--- src/rtl/arbiter_rr_pkg.sv ---
// Shared types and helpers for the round-robin arbiter.
package arbiter_rr_pkg;

   // Arbiter FSM: no owner, or an owner holding the grant
   typedef enum logic {
      ST_IDLE  = 1'b0,
      ST_GRANT = 1'b1
   } state_t;

   // Index width for n items; never below one bit so N==1 still has a gnt_id port
   function automatic int id_width(input int n);
      return (n > 1) ? $clog2(n) : 1;
   endfunction

endpackage

--- src/rtl/arbiter_rr_pick.sv ---
// Combinational circular winner search: first eligible request at or after
// 'start', wrapping from N-1 back to 0, optionally excluding one index.
module arbiter_rr_pick
   import arbiter_rr_pkg::*;
#(
   parameter int N    = 4,
   parameter int ID_W = id_width(N)
) (
   input  logic [N-1:0]    req,
   input  logic [ID_W-1:0] start,
   input  logic            mask_en,
   input  logic [ID_W-1:0] mask_id,
   output logic            found,
   output logic [ID_W-1:0] win_id,
   output logic [N-1:0]    win_onehot
);

   logic [N-1:0] eligible;

   // Rotate/priority-encode/unrotate folded into one loop: scanning offsets from
   // far to near lets the nearest eligible offset overwrite the result last.
   always_comb begin
      eligible = req;
      if (mask_en) begin
         for (int i = 0; i < N; i++) begin
            if (ID_W'(i) == mask_id) eligible[i] = 1'b0;
         end
      end
      found  = 1'b0;
      win_id = '0;
      for (int k = N - 1; k >= 0; k--) begin
         int idx;
         idx = int'(start) + k;
         if (idx >= N) idx = idx - N;
         if (eligible[idx]) begin
            found  = 1'b1;
            win_id = ID_W'(idx);
         end
      end
      win_onehot = found ? (N'(1) << win_id) : '0;
   end

endmodule

--- src/rtl/arbiter_rr.sv ---
// N-requester arbiter with registered one-hot grant, run-time selectable
// round-robin / fixed priority, and an optional hold limit that preempts a
// long-running owner while other requesters are waiting.
module arbiter_rr
   import arbiter_rr_pkg::*;
#(
   parameter int N        = 4,
   parameter int MAX_HOLD = 0,
   parameter int ID_W     = id_width(N)
) (
   input  logic            clock,
   input  logic            reset,
   input  logic [N-1:0]    req,
   input  logic            prio_fixed,
   output logic [N-1:0]    gnt,
   output logic            gnt_valid,
   output logic [ID_W-1:0] gnt_id
);

   localparam int HOLD_W = id_width(MAX_HOLD + 1);
   // With no limit the counter just parks at all-ones; it is never compared then
   localparam logic [HOLD_W-1:0] HOLD_SAT =
      HOLD_W'((MAX_HOLD > 0) ? (MAX_HOLD - 1) : ((1 << HOLD_W) - 1));
   localparam bit HOLD_LIMITED = (MAX_HOLD > 0);

   state_t            state_q, state_d;
   logic [ID_W-1:0]   owner_q, owner_d;
   logic [ID_W-1:0]   ptr_q, ptr_d;
   logic [HOLD_W-1:0] hold_q, hold_d;
   logic [N-1:0]      gnt_q, gnt_d;

   logic              found;
   logic [ID_W-1:0]   win_id;
   logic [N-1:0]      win_onehot;
   logic [ID_W-1:0]   start;
   logic              others_pending;
   logic              preempt;
   logic              keep;

   // Fixed priority always searches from index 0; round-robin from the pointer.
   // The owner is masked in GRANT: it either dropped req or is being preempted.
   assign start          = prio_fixed ? '0 : ptr_q;
   assign others_pending = |(req & ~gnt_q);
   assign preempt        = HOLD_LIMITED && (hold_q == HOLD_SAT) && others_pending;
   assign keep           = (state_q == ST_GRANT) && (|(req & gnt_q)) && !preempt;

   arbiter_rr_pick #(.N(N), .ID_W(ID_W)) u_pick (
      .req        (req),
      .start      (start),
      .mask_en    (state_q == ST_GRANT),
      .mask_id    (owner_q),
      .found      (found),
      .win_id     (win_id),
      .win_onehot (win_onehot)
   );

   // Next-state: keep the owner, hand over without a bubble, or go idle
   always_comb begin
      state_d = state_q;
      owner_d = owner_q;
      ptr_d   = ptr_q;
      hold_d  = hold_q;
      gnt_d   = gnt_q;
      if (keep) begin
         if (hold_q != HOLD_SAT) hold_d = hold_q + 1'b1;
      end else if (found) begin
         state_d = ST_GRANT;
         owner_d = win_id;
         gnt_d   = win_onehot;
         hold_d  = '0;
         if (!prio_fixed) ptr_d = (win_id == ID_W'(N - 1)) ? '0 : win_id + 1'b1;
      end else begin
         state_d = ST_IDLE;
         owner_d = '0;
         gnt_d   = '0;
         hold_d  = '0;
      end
   end

   // State and output registers; reset clears the grant asynchronously
   always_ff @(posedge clock or negedge reset) begin
      if (!reset) begin
         state_q <= ST_IDLE;
         owner_q <= '0;
         ptr_q   <= '0;
         hold_q  <= '0;
         gnt_q   <= '0;
      end else begin
         state_q <= state_d;
         owner_q <= owner_d;
         ptr_q   <= ptr_d;
         hold_q  <= hold_d;
         gnt_q   <= gnt_d;
      end
   end

   assign gnt       = gnt_q;
   assign gnt_valid = |gnt_q;
   assign gnt_id    = owner_q;

endmodule
--- config.mk ---
export PLATFORM = sky130hd
export DESIGN_NAME = arbiter_rr
export DESIGN_NICKNAME = d
export VERILOG_FILES = /design/src/rtl/arbiter_rr_pkg.sv /design/src/rtl/arbiter_rr_pick.sv /design/src/rtl/arbiter_rr.sv
export SDC_FILE = /design/constraint.sdc
export NUM_CORES = 1
export LEC_CHECK = 0
export ABC_CLOCK_PERIOD_IN_PS = 2500
export CORE_UTILIZATION = 50
export DETAILED_ROUTE_END_ITERATION = 6
export PLACE_DENSITY = 0.76
export SYNTH_ARGS = -nofsm -noshare
export SYNTH_HDL_FRONTEND = slang
export SYNTH_SLANG_ARGS = --single-unit
--- constraint.sdc ---
create_clock -name clock -period 2.5 [get_ports clock]
set_input_delay 0.5 -clock clock [delete_from_list [all_inputs] [get_ports clock]]
set_output_delay 0.5 -clock clock [all_outputs]
set_load 0.01 [all_outputs]
======== After elaboration in Yosys (flattened, before gate mapping) ========
Index checks and enable logic that the tools add are counted.
storage, ports and cells
  bits in latches ......................... 0
  bits in writable memories ............... 0
  memory bits (read-only) ................. 0
  memories kept ........................... 0
  register bits ........................... 9
  input port bits ......................... 7
  output and inout port bits .............. 7
  logic and storage cells ................. 67
operators by class
  add/sub/neg operators ................... 8
  div/mod/pow operators ................... 0
  shift-type cells ........................ 1
  multiply operators ...................... 0
  equal/unequal tests ..................... 4
  reduce and logical (&&, ||, !) cells .... 5
  multiplexer cells ....................... 34
  $lt $le $gt $ge ......................... 8
  bitwise operators ....................... 3
operators with widths
  kind                                                                 count
  less-than comparator 32 x 4 -> 1 bit (second input constant)         4
  2-to-1 mux 32 bit                                                    4
  greater-or-equal comparator 32 x 4 -> 1 bit (second input constant)  3
  subtractor 32 x 4 -> 32 bit (second input constant)                  3
  2-to-1 mux 1 bit                                                     17
  2-to-1 mux 2 bit                                                     7
  binary-select mux 1 bit (select 2 bit)                               4
  2-to-1 mux 4 bit                                                     2
  OR reduction 4 bit                                                   2
  adder 2 x 2 -> 3 bit (second input constant)                         2
  AND 4 bit                                                            1
  equality test 2 bit (first input constant)                           2
  << shifter 1 x 2 -> 4 bit (first input constant)                     1
  subtractor 2 x 3 -> 4 bit (second input constant)                    1
  adder 2 x 1 -> 3 bit (second input constant)                         1
  greater-or-equal comparator 2 x 3 -> 1 bit (second input constant)   1
  AND reduction 3 bit                                                  1
  adder 2 x 1 -> 2 bit (second input constant)                         1
  equality test 1 x 2 -> 1 bit (first input constant)                  1
  equality test 2 bit (second input constant)                          1
  logical NOT 2 bit                                                    1
  inverter 1 bit                                                       2
  logical AND 1 bit                                                    1

======== Longest topological paths before layout ========
Gate-level depths: netlist of run 1.
  word-level depth ........................ 13
  gate-level depth with buffers ........... 9
  gate-level depth less buffers ........... 8

======== Modules after synthesis ========
Synthesis of run 1 repeated with hierarchy kept, for this count alone.
second synthesis, totals
  cell total of the unflattened synthesis .. 102
  area total of the unflattened synthesis .. 892.1 um^2
by module, submodules not included
  module           area an instance (um^2)  instances  sequential area each (um^2)  cells each
  arbiter_rr       480.5                    1          225.2                        47
  arbiter_rr_pick  411.6                    1          0.0                          55

======== Worst setup path after synthesis of run 1 ========
Ideal clock, no wire load.
  path type ............................... input port to flip-flop
  start ................................... input port prio_fixed
  end ..................................... register ptr_q[1]
  setup time .............................. 0.125 ns
  required time ........................... 2.375 ns
  cell stages on the path ................. 8
  setup slack ............................. 0.195 ns
  arrival time ............................ 2.181 ns
  buffers on the path ..................... 1
  path through ............................ clkbuf_1 > nor2b_1 > o21ai_0 > a221oi_1 > a211oi_1 > nor2b_1 > ha_1 > mux2_2
between the ends
  cells in the longest elaborated chain, start to end .. 13
  elaborated cells on any way between the ends .. 41
  those cells by class .................... 8 x add/sub; 4 x order compare; 1 x eq/ne; 26 x mux; 1 x bitwise; 1 x reduce/logical
RTL lines
  what                                                                                        RTL line               source
  start: declaration                                                                          arbiter_rr.sv:14       input logic prio_fixed,
  2-to-1 mux 2 bit                                                                            arbiter_rr.sv:42       assign start = prio_fixed ? '0 : ptr_q;
  adder 2 x 2 -> 3 bit                                                                        arbiter_rr_pick.sv:33  idx = int'(start) + k;
  subtractor 32 x 4 -> 32 bit or greater-or-equal comparator 32 x 4 -> 1 bit (tied branches)  arbiter_rr_pick.sv:34  if (idx >= N) idx = idx - N;
  2-to-1 mux 32 bit                                                                           arbiter_rr_pick.sv:34
  binary-select mux 1 bit (select 2 bit)                                                      arbiter_rr_pick.sv:35  if (eligible[idx]) begin
  2-to-1 mux 1 bit (not written as such) (2 in a row)                                         arbiter_rr_pick.sv:35
  2-to-1 mux 2 bit (4 in a row)                                                               arbiter_rr_pick.sv:35
  adder 2 x 1 -> 2 bit or equality test 2 bit (tied branches)                                 arbiter_rr.sv:71       if (!prio_fixed) ptr_d = (win_id == ID_W'(N - 1)) ? '0 : win_id + 1'b1;
  2-to-1 mux 2 bit                                                                            arbiter_rr.sv:71
  end signal: assignment                                                                      arbiter_rr.sv:91       ptr_q <= ptr_d;
  end: declaration                                                                            arbiter_rr.sv:28       logic [ID_W-1:0] ptr_q, ptr_d;
Parallel ways exist; a longest one is shown, timed or not. The select of a mux whose other input is x is not followed.
A chain may end at the register's enable or synchronous reset.

======== Worst setup path after layout of run 1 ========
  start ................................... input port req[3]
  end ..................................... register ptr_q[1]
between the ends
  cells in the longest elaborated chain, start to end .. 11
  elaborated cells on any way between the ends .. 30
  those cells by class .................... 1 x add/sub; 1 x eq/ne; 23 x mux; 2 x bitwise; 3 x reduce/logical
RTL lines
  what                                                         RTL line               source
  start: declaration                                           arbiter_rr.sv:13       input logic [N-1:0] req,
  2-to-1 mux 1 bit                                             arbiter_rr_pick.sv:26  if (ID_W'(i) == mask_id) eligible[i] = 1'b0;
  2-to-1 mux 4 bit                                             arbiter_rr_pick.sv:24  if (mask_en) begin
  binary-select mux 1 bit (select 2 bit)                       arbiter_rr_pick.sv:35
  2-to-1 mux 1 bit (not written as such) (2 in a row)          arbiter_rr_pick.sv:35
  2-to-1 mux 2 bit (4 in a row)                                arbiter_rr_pick.sv:35
  adder 2 x 1 -> 2 bit or equality test 2 bit (tied branches)  arbiter_rr.sv:71
  2-to-1 mux 2 bit                                             arbiter_rr.sv:71
Parallel ways exist; a longest one is shown, timed or not. The select of a mux whose other input is x is not followed.

==> results of run 1 <==
==> power groups by stage <==
stage	Combinational, mW	Clock (mW)	Sequential (mW)
floorplan	0.615	0	0.262
CTS	0.965	0.109	0.311
global route	1.09	0.120	0.327
detailed placement	0.952	0	0.314
finish	0.993	0.105	0.316
global placement	0.933	0	0.312
==> worst min-delay path by stage <==
stage / from / end / slack, ns / depth (start not counted)
6_report: reset / gnt_id[1] / 0.52 / 1
5_1_grt: reset / gnt_id[1] / 0.56 / 1
4_1_cts: gnt[3] / gnt[3] / 0.53 / 2
3_5_place_dp: gnt[3] / gnt[3] / 0.52 / 2
3_3_place_gp: gnt[3] / gnt[3] / 0.51 / 2
2_1_floorplan: reset / gnt[0] / 0.20 / 0
==> worst max-delay path: cells and delay by family <==
kind,cells,cell delay (ns)
muxes,2,0.43
AOI/OAI and AO/OA,2,0.21
and+or+nand+nor,2,0.60
buffers and inverters,1,0.54
adders and majority gates,1,0.27
==> final cells by class <==
| class | count | area, um2 | share of cell area [%] |
|---|---|---|---|
| multi-input combinational | 79 | 578 | 49.6 |
| inverter | 5 | 18.8 | 1.61 |
| clock buffer | 4 | 26.3 | 2.25 |
| tap | 16 | 20.0 | 1.72 |
| sequential | 9 | 225 | 19.3 |
| timing repair buffer | 35 | 298 | 25.5 |
==> cells in the final DEF (no fill, tap or decap), types with 2 or more instances in the layout <==
master	n
nand2_1	15
o211ai_1	2
a31oi_1	3
mux2_2	2
o21ai_0	7
nand3b_1	3
a22oi_1	2
clkbuf_4	3
nand2b_1	4
inv_1	5
buf_4	22
clkdlybuf4s50_1	12
nor2_1	4
mux2i_1	2
dfrtp_1	9
a221oi_2	2
or4_1	2
ha_1	4
a211oi_1	2
==> cell families after synthesis <==
| family | share of synthesized area, % |
|---|---|
| flip-flops | 26.7 |
| AO/OA/AOI/OAI | 31.3 |
| adder cells (fa/ha/maj) | 5.93 |
| AND/OR/NAND/NOR | 22.8 |
| buffers and inverters | 7.26 |
| XOR/XNOR | 1.04 |
| multiplexers | 5.04 |
==> layer usage <==
layer,part of all wire (%),routed length (um),vias to the layer above
li1,-,-,441
met1,43,997,415
met2,52,1190,23
met3,3.4,79,4
met4,1.5,34,0
met5,0,0,-
==> what timing repair did <==
item	4_1_cts	5_1_grt
setup endpoints to repair	1	3
hold buffers	0	0
resized for setup	1	5
==> flip-flops by register name, indices dropped and copies added, names as in the netlist <==
signal,flops
gnt_id,2
gnt,4
state_q,1
ptr_q,2
==> per-stage QoR <==
step | util, % | TNS (ns)
after floorplan | - | 0
after detailed placement | 72.5 | -0.882
after global routing | 75.6 | 0
after global placement | 72.5 | -0.618
after CTS | 74.4 | 0
final | 75.6 | 0
==> reports/results.ini, run 1 <==
[place]
portBuffers = 13
globalplace.congestion = 0.929
place_area_um2 = 1120
dp_slack_ns = -0.254
dpl.hpwl_mm = 1.80
placed_cells = 144

[clock_network]
path_clk_slew_ns = 0.05
htree_levels = 1
post_cts_buffers = 0
cts_sinks = 9
cts_tree = yes
cts_buffers = 3
clk_path_buf_depth = 2
clk_latency_ns = 0.25
root_buffer = clkbuf_4

[floorplanning]
io-pin-count = 14
start_util_pct = 54.8
fp.coreArea_um2 = 1540
die_area_um2 = 1860
core.rowCount = 14
die_y_um = 43.1
die-width_um = 43.1

[power_and_ir_drop]
total_power_mw = 1.41
p_seq_share_pct = 22.3
p_per_area_nw_per_um2 = 1210
power_frac_clock_pct = 7.4
power.switching_mw = 0.638
p_int_mw = 0.777
p_comb_share_pct = 70.2
p_leak_nw = 0.524
ir_worst_vdd_uv = 827
switching_share_pct = 45.1

[setup_path]
reg2reg_from = gnt_id[1]
crit_slowest_cell = clkdlybuf4s50_1
max_stage_delay_ns = 0.54
worstReg2RegEnd = ptr_q[1]
startpoint_type = input pin
path_max_fanout = 7
worst-setup-path-type = in -> reg
critPathCaptureType = flip-flop
crit_end = ptr_q[1]
r2r_cells = 7
r2r_setup_slack_ns = 0.20
arrival_ns = 2.57
critPathRequiredTime_ns = 2.64
critical_path.cell_chain = clkdlybuf4s50_1 -> mux2i_1 -> a31oi_1 -> or4_1 -> o21a_1 -> nor2b_1 -> ha_1 -> mux2_2
worstSetupStartpoint = req[3]

[routing]
ant_nets = 0
drt_iter0_drc = 22
dr.pass1.iters = 4
viasPerCell = 5.97
wl_per_cell_um = 15.6
routed_wl_mm = 2.31
via_count = 883
post-route-drc-count = 0

[sta]
setup_violations = 0
finalCriticalPeriod_ns = 2.43
tightest_slew_ns = 0.441
final.period_utilization_pct = 97.0
fmax_ghz = 0.412
finalHoldViolCount = 0
worst_slack_ns = 0.0742
slew_headroom_pct = 70.5
drv_slew = 0
clock_skew_ns = 0.00369
hold_slack_ns = 0.525
rsz0062_at_grt = no

[layout]
area_growth_pct = 38.1
nets = 144
diodes = 0
drive_gt1_share_pct = 27.3
fillCellCount = 117
stdcell_count = 148
design_area_um2 = 1170

[worst_hold_path]
hold_class = in -> async

[synthesis]
synth_top_area_share_pct = 26.7
async_flop_share_pct = 100
synth_commonest_cells = nand2_1, dfrtp_1, o21ai_0
synth_edf_count = 0
synth_ff_type = dfrtp_1
netlist.top_cell.by_area = dfrtp_1
yosysUniqueCellTypes = 42
yosysMostFrequentCell = nand2_1
avgSynthCellArea_um2 = 8.45
netlist_instances = 100
synth_fp_nets = 111
ys_ff_latch = 9
syn_area_um2 = 845
yosysWarningCount = 0
synthTopCellsByArea = dfrtp_1, nand2_1, ha_1, o21ai_0, nand2b_1
yosysSeqAreaShare_pct = 26.7

[grt]
grt_util_met3_pct = 2.98
grt_max_degree = 11
antenna_found_initial = 0
met2_usage_pct = 45.1
overflow = 0
use_met1_pct = 36.6
grt_pass1_wl_mm = 3.87
grt_usage_pct = 27.6
busiest_layer = met2
grt_pass1_vias = 856

[job]
cap_violations = 0

[outcome]
status = complete, no violations

No activity file was read; power rests on OpenSTA's default activity.
==> run 2, diff against run 1 <==
--- a/config.mk
+++ b/config.mk
@@ -7,7 +7,9 @@
 export LEC_CHECK = 0
 export ABC_CLOCK_PERIOD_IN_PS = 2500
 export CORE_UTILIZATION = 50
+export CTS_BUF_LIST = sky130_fd_sc_hd__clkbuf_16
 export DETAILED_ROUTE_END_ITERATION = 6
+export HOLD_SLACK_MARGIN = 0.1
 export PLACE_DENSITY = 0.76
 export SYNTH_ARGS = -nofsm -noshare
 export SYNTH_HDL_FRONTEND = slang
==> run 2 against run 1 <==
  * Fmax grew 1.0%
  * Via count grew 3.5%
  * Final cell count is the same
  * Critical path type unchanged
  * Largest cell class unchanged
  * Highest routed layer unchanged
==> reports/results.ini, run 2 (same netlist as run 1, synthesis figures left out) <==
[sta]
finalHoldViolCount = 0  ; unchanged
clock_skew_ns = 0.000810  ; was 0.00369 ns
tightest_slew_ns = 0.457  ; was 0.441 ns
slew_headroom_pct = 69.4  ; was 70.5%
worst_slack_ns = 0.0992  ; was 0.0742 ns
final.period_utilization_pct = 96.0  ; was 97.0%
hold_slack_ns = 0.550  ; was 0.525 ns
fmax_ghz = 0.417  ; was 0.412 GHz
finalCriticalPeriod_ns = 2.40  ; was 2.43 ns
drv_slew = 0  ; unchanged
setup_violations = 0  ; unchanged

[place]
placed_cells = 144  ; unchanged
dp_slack_ns = -0.254  ; unchanged
portBuffers = 13  ; unchanged
globalplace.congestion = 0.929  ; unchanged
dpl.hpwl_mm = 1.80  ; unchanged

[outcome]
status = complete, no violations  ; unchanged

[grt]
antenna_found_initial = 0  ; unchanged
grt_pass1_wl_mm = 4.20  ; was 3.87 mm
grt_usage_pct = 30.5  ; was 27.6%
overflow = 0  ; unchanged
grt_pass1_vias = 874  ; was 856
grt_max_degree = 11  ; unchanged

[layout]
layout_commonest_cell = buf_4  ; unchanged
final_cell_mix = buf_4, nand2_1, clkdlybuf4s50_1, dfrtp_1, o21ai_0  ; unchanged
largest_reg_flops = 4  ; unchanged
diodes = 0  ; unchanged
nets = 144  ; unchanged
area_growth_pct = 43.7  ; was 38.1%
drive_gt1_share_pct = 27.3  ; unchanged
stdcell_count = 148  ; unchanged

[setup_path]
critPathRequiredTime_ns = 2.62  ; was 2.64 ns
path_max_fanout = 5  ; was 7
worst-setup-path-type = in -> reg  ; unchanged
critPathCaptureType = flip-flop  ; unchanged
startpoint_type = input pin  ; unchanged
arrival_ns = 2.52  ; was 2.57 ns
r2r_cells = 10  ; was 7

[routing]
viasPerCell = 6.18  ; was 5.97
ant_nets = 0  ; unchanged
wl_per_cell_um = 16.8  ; was 15.6 um
post-route-drc-count = 0  ; unchanged
routed_wl_mm = 2.49  ; was 2.31 mm
dr.pass1.iters = 4  ; unchanged
drt_iter0_drc = 28  ; was 22
via_count = 914  ; was 883

[clock_network]
htree_levels = 1  ; unchanged
cts_buffers = 3  ; unchanged
root_buffer = clkbuf_16  ; was clkbuf_4
cts_sinks = 9  ; unchanged
path_clk_slew_ns = 0.04  ; was 0.05 ns
clk_latency_ns = 0.23  ; was 0.25 ns
clk_path_buf_depth = 2  ; unchanged
cts_tree = yes  ; unchanged
holdBufCountCts = 0  ; unchanged

[floorplanning]
die-width_um = 43.1  ; unchanged
die_y_um = 43.1  ; unchanged
io-pin-count = 14  ; unchanged
core.rowCount = 14  ; unchanged
die_area_um2 = 1860  ; unchanged
start_util_pct = 54.8  ; unchanged
fp.coreArea_um2 = 1540  ; unchanged

[job]
cap_violations = 0  ; unchanged

[worst_hold_path]
hold_path_depth = 2
hold_class = reg -> reg  ; was in -> async

[power_and_ir_drop]
p_leak_nw = 0.550  ; was 0.524 nW
p_per_area_nw_per_um2 = 1320  ; was 1210 nW/um2
ir_worst_vdd_uv = 919  ; was 827 uV

==> run 2: cell count changes in the layout (fill, tap and decap cells not counted) <==
cell | previous run | this run
a211oi_1 | 2 | 3
a211oi_2 | 1 | 0
clkbuf_1 | 1 | 0
clkbuf_16 | 0 | 3
clkbuf_4 | 3 | 0
clkdlybuf4s50_1 | 12 | 11
dfrtp_1 | 9 | 8
dfrtp_2 | 0 | 1
dlygate4sd2_1 | 0 | 1
inv_1 | 5 | 6
==> run 2: power breakdown <==
group	total (mW)	internal [mW]	leakage [nW]	switching, mW
sequential	0.319	0.215	0.108	0.104
combinational	1.01	0.503	0.400	0.506
clock	0.277	0.209	0.0423	0.0679
total	1.60	0.926	0.550	0.678
==> run 2: final timing paths <==
check	to	from	slack [ns]
max in group asynchronous	gnt_id[1]	reset	1.64
worst max-delay path	ptr_q[1]	req[2]	0.1
worst min-delay path	gnt[3]	gnt[3]	0.55
worst min register to register	gnt[3]	gnt[3]	0.55
worst max register to register	gnt[1]	gnt_id[1]	0.19
min in group asynchronous	gnt[0]	reset	0.56
==> run 2: per-stage QoR <==
stage | utilization (%) | instance area, um2 | total power, mW | setup TNS (ns)
floorplan | - | 845 | 0.878 | 0
global placement | 72.5 | 1120 | 1.24 | -0.618
detailed placement | 72.5 | 1120 | 1.27 | -0.882
CTS | 78.1 | 1200 | 1.59 | 0
global route | 78.7 | 1210 | 1.71 | -0.00120
finish | 78.7 | 1210 | 1.60 | 0
==> run 2: worst max-delay path, cell delays in order <==
cell and delay (ns):
clkdlybuf4s50_1 0.48, mux2i_1 0.16, a31oi_1 0.07, or4_1 0.45, o21a_1 0.14, nor2b_1 0.15
ha_1 0.30, mux2_2 0.26
==> run 2: routing by layer <==
| layer | GRT usage (%) | vias up | routed length, um |
|---|---|---|---|
| met5 | 0 | - | 0 |
| met4 | 13.3 | 0 | 73 |
| met3 | 4.26 | 9 | 108 |
| met2 | 51.3 | 30 | 1240 |
| met1 | 38.2 | 432 | 1070 |
| li1 | - | 443 | - |
==> run 2: final cells by class <==
type	count	area [um2]
clock buffer	3	75.1
clock inverter	1	3.75
fill	115	328
inverter	5	18.8
multi-input combinational	79	573
sequential	9	226
tap	16	20.0
timing repair buffer	35	297
==> run 2: what timing repair did <==
| action | CTS | global route |
|---|---|---|
| buffers inserted | 0 | 0 |
| setup endpoints to repair | 2 | 5 |
| resized for setup | 3 | 4 |
==> run 3, diff against run 2 <==
--- a/config.mk
+++ b/config.mk
@@ -5,8 +5,9 @@
 export SDC_FILE = /design/constraint.sdc
 export NUM_CORES = 1
 export LEC_CHECK = 0
+export ABC_AREA = 1
 export ABC_CLOCK_PERIOD_IN_PS = 2500
-export CORE_UTILIZATION = 50
+export CORE_UTILIZATION = 49
 export CTS_BUF_LIST = sky130_fd_sc_hd__clkbuf_16
 export DETAILED_ROUTE_END_ITERATION = 6
 export HOLD_SLACK_MARGIN = 0.1
==> run 3 against run 2 <==
  * Critical endpoint unchanged
  * Critical path depth rose by 7
  * Non-clock buffer count is 19 lower
  * Fmax rose by 4.8%
  * Final area down 20%
==> reports/results.ini, run 3 <==
[worst_hold_path]
hold_class = reg -> reg  ; unchanged
hp-start = ptr_q[1]  ; was gnt[3]

[synthesis]
yosysMostFrequentCell = nand2_1  ; unchanged
synth_compound_area_share_pct = 3.29  ; was 31.3%
netlist.top_cell.by_area = dfrtp_1  ; unchanged
syn_area_um2 = 722  ; was 845 um2
synth_top_area_share_pct = 31.2  ; was 26.7%
synthMuxAreaShare_pct = 0  ; was 5.04%
synth_xor_area_share_pct = 0  ; was 1.04%
synth_edf_count = 0  ; unchanged
async_flop_share_pct = 100  ; unchanged
yosysWarningCount = 0  ; unchanged
ys_ff_latch = 9  ; unchanged
synth_fp_nets = 125  ; was 111
synth_commonest_cells = nand2_1, nand3_1, inv_1  ; was nand2_1, dfrtp_1, o21ai_0
synthTopCellsByArea = dfrtp_1, nand2_1, nand3_1, ha_1, inv_1  ; was dfrtp_1, nand2_1, ha_1, o21ai_0, nand2b_1
yosysUniqueCellTypes = 16  ; was 42
synth_ff_type = dfrtp_1  ; unchanged
avgSynthCellArea_um2 = 6.33  ; was 8.45 um2
netlist_instances = 114  ; was 100
synth_top_family_by_area = simple AND/OR/NAND/NOR gates  ; was compound AO/OA/AOI/OAI gates
synth_fa_ha_area_share_pct = 6.93  ; was 5.93%
yosysSeqAreaShare_pct = 31.2  ; was 26.7%
synthSimpleGateAreaFrac_pct = 51.3  ; was 22.8%

[routing]
post-route-drc-count = 0  ; unchanged
drt_iter0_drc = 16  ; was 28
dr.pass1.iters = 5  ; was 4
viasPerCell = 5.15  ; was 6.18
via_count = 767  ; was 914
routed_wl_mm = 1.73  ; was 2.49 mm
ant_nets = 0  ; unchanged
wl_per_cell_um = 11.6  ; was 16.8 um

[sta]
tightest_slew_ns = 0.432  ; was 0.457 ns
drv_slew = 0  ; unchanged
setup_violations = 0  ; unchanged
worst_slack_ns = 0.209  ; was 0.0992 ns
final.period_utilization_pct = 91.7  ; was 96.0%
finalHoldViolCount = 0  ; unchanged
rsz0062_at_grt = no
slew_headroom_pct = 71.1  ; was 69.4%
finalCriticalPeriod_ns = 2.29  ; was 2.40 ns
fmax_ghz = 0.436  ; was 0.417 GHz
clock_skew_ns = 0.00148  ; was 0.000810 ns
fin_tns_setup_ns = 0  ; unchanged

[place]
portBuffers = 13  ; unchanged
globalplace.congestion = 0.735  ; was 0.929
dpl.hpwl_mm = 1.36  ; was 1.80 mm
dp_slack_ns = -0.0445  ; was -0.254 ns

[clock_network]
htree_levels = 1  ; unchanged
holdBufCountCts = 0  ; unchanged
cts_tree = yes  ; unchanged
post_cts_resized = 0  ; was 3
path_clk_slew_ns = 0.04  ; about the same
root_buffer = clkbuf_16  ; unchanged
post_cts_buffers = 0  ; unchanged
cts_sinks = 9  ; unchanged
cts_buffers = 3  ; unchanged
clk_latency_ns = 0.23  ; about the same
clk_path_buf_depth = 2  ; unchanged

[layout]
largest_reg_flops = 4  ; unchanged
diodes = 0  ; unchanged
layout_commonest_cell = nand2_1  ; was buf_4
nets = 146  ; was 144
final_cell_mix = nand2_1, nand3_1, clkdlybuf4s50_1, inv_1, dfrtp_1  ; was buf_4, nand2_1, clkdlybuf4s50_1, dfrtp_1, o21ai_0
drive_gt1_share_pct = 14.2  ; was 27.3%
area_growth_pct = 34.8  ; was 43.7%

[power_and_ir_drop]
power.switching_mw = 0.642  ; was 0.678 mW
p_per_area_nw_per_um2 = 1460  ; was 1320 nW/um2
p_leak_nw = 0.540  ; was 0.550 nW
switching_share_pct = 45.3  ; was 42.3%
ir_worst_vdd_uv = 954  ; was 919 uV
p_seq_share_pct = 19.7  ; was 19.9%
p_comb_share_pct = 60.7  ; was 62.9%
p_int_mw = 0.775  ; was 0.926 mW
power_frac_clock_pct = 19.6  ; was 17.2%

[grt]
grt_pass1_wl_mm = 2.43  ; was 4.20 mm
antenna_found_initial = 0  ; unchanged
grt_pass1_vias = 601  ; was 874
overflow = 0  ; unchanged
grt_max_degree = 10  ; was 11
grt_usage_pct = 22.8  ; was 30.5%

[setup_path]
path_max_fanout = 7  ; was 5
worstSetupStartpoint = prio_fixed  ; was req[2]
reg2reg_from = ptr_q[0]  ; was gnt_id[1]
critPathRequiredTime_ns = 2.62  ; about the same
critPathCaptureType = flip-flop  ; unchanged
startpoint_type = input pin  ; unchanged
arrival_ns = 2.41  ; was 2.52 ns
worst-setup-path-type = in -> reg  ; unchanged

[floorplanning]
io-pin-count = 14  ; unchanged
core.rowCount = 13  ; was 14
die-width_um = 40.4  ; was 43.1 um
die_area_um2 = 1630  ; was 1860 um2
die_y_um = 40.4  ; was 43.1 um
start_util_pct = 54.1  ; was 54.8%
fp.coreArea_um2 = 1330  ; was 1540 um2

[outcome]
status = complete, no violations  ; unchanged

[job]
cap_violations = 0  ; unchanged

[run 3: power by group through the flow]
stage	combinational (mW)	sequential [mW]	clock (mW)
2_1_floorplan	0.563	0.286	0
3_3_place_gp	0.824	0.279	0
3_5_place_dp	0.857	0.280	0
4_1_cts	0.867	0.278	0.283
5_1_grt	0.969	0.287	0.294
6_report	0.859	0.279	0.278
[run 3: cell families after synthesis]
group	Yosys count
and+or+nand+nor	83
AOI/OAI and AO/OA	4
adders and majority gates	4
DFF	9
buffers and inverters	14
[run 3: final cells by class]
class	instances	area, um2
Fill cell	115	360
Clock buffer	3	75.1
Timing Repair Buffer	16	153
Tap cell	15	18.8
Inverter	14	52.6
Clock inverter	1	5.00
Multi-Input combinational cell	91	444
Sequential cell	9	225
[run 3: layer usage]
metal | GRT usage (%) | vias to the layer above | routed length [um]
li1 | - | 401 | -
met1 | 30.1 | 349 | 817
met2 | 36.5 | 15 | 839
met3 | 3.33 | 2 | 58
met4 | 10.0 | 0 | 12
met5 | 0 | - | 0
[run 3: worst max-delay path, cell delays in order]
cell,delay [ns]
clkdlybuf4s50_1,0.54
inv_1,0.08
nand2_2,0.13
nand3_1,0.15
nand2_2,0.10
nand2_1,0.08
nand2_1,0.08
inv_1,0.05
nand2_1,0.05
nand3_1,0.10
nand2_2,0.10
inv_1,0.06
ha_1,0.29
nand2_1,0.07
nand2_1,0.04
[run 3: final timing paths]
path / end / slack (ns) / depth (start not counted)
setup / recovery: ptr_q[1] / 0.21 / 15
setup reg to reg: ptr_q[1] / 0.60 / 14
hold / removal: ptr_q[1] / 0.51 / 2
max in group asynchronous: ptr_q[1] / 1.62 / 1
min in group asynchronous: gnt[0] / 0.58 / 1
hold reg to reg: ptr_q[1] / 0.51 / 2
[run 3: per-stage QoR]
step	area (um2)	power (mW)	utilization (%)	hold WS (ns)	cells
finish	973	1.42	73.0	0.509	149
global route	973	1.55	73.0	0.525	149
CTS	973	1.43	73.0	0.515	149
detailed placement	893	1.14	67.0	0.504	145
global placement	893	1.10	67.0	0.495	145
floorplan	722	0.850	-	0.204	114
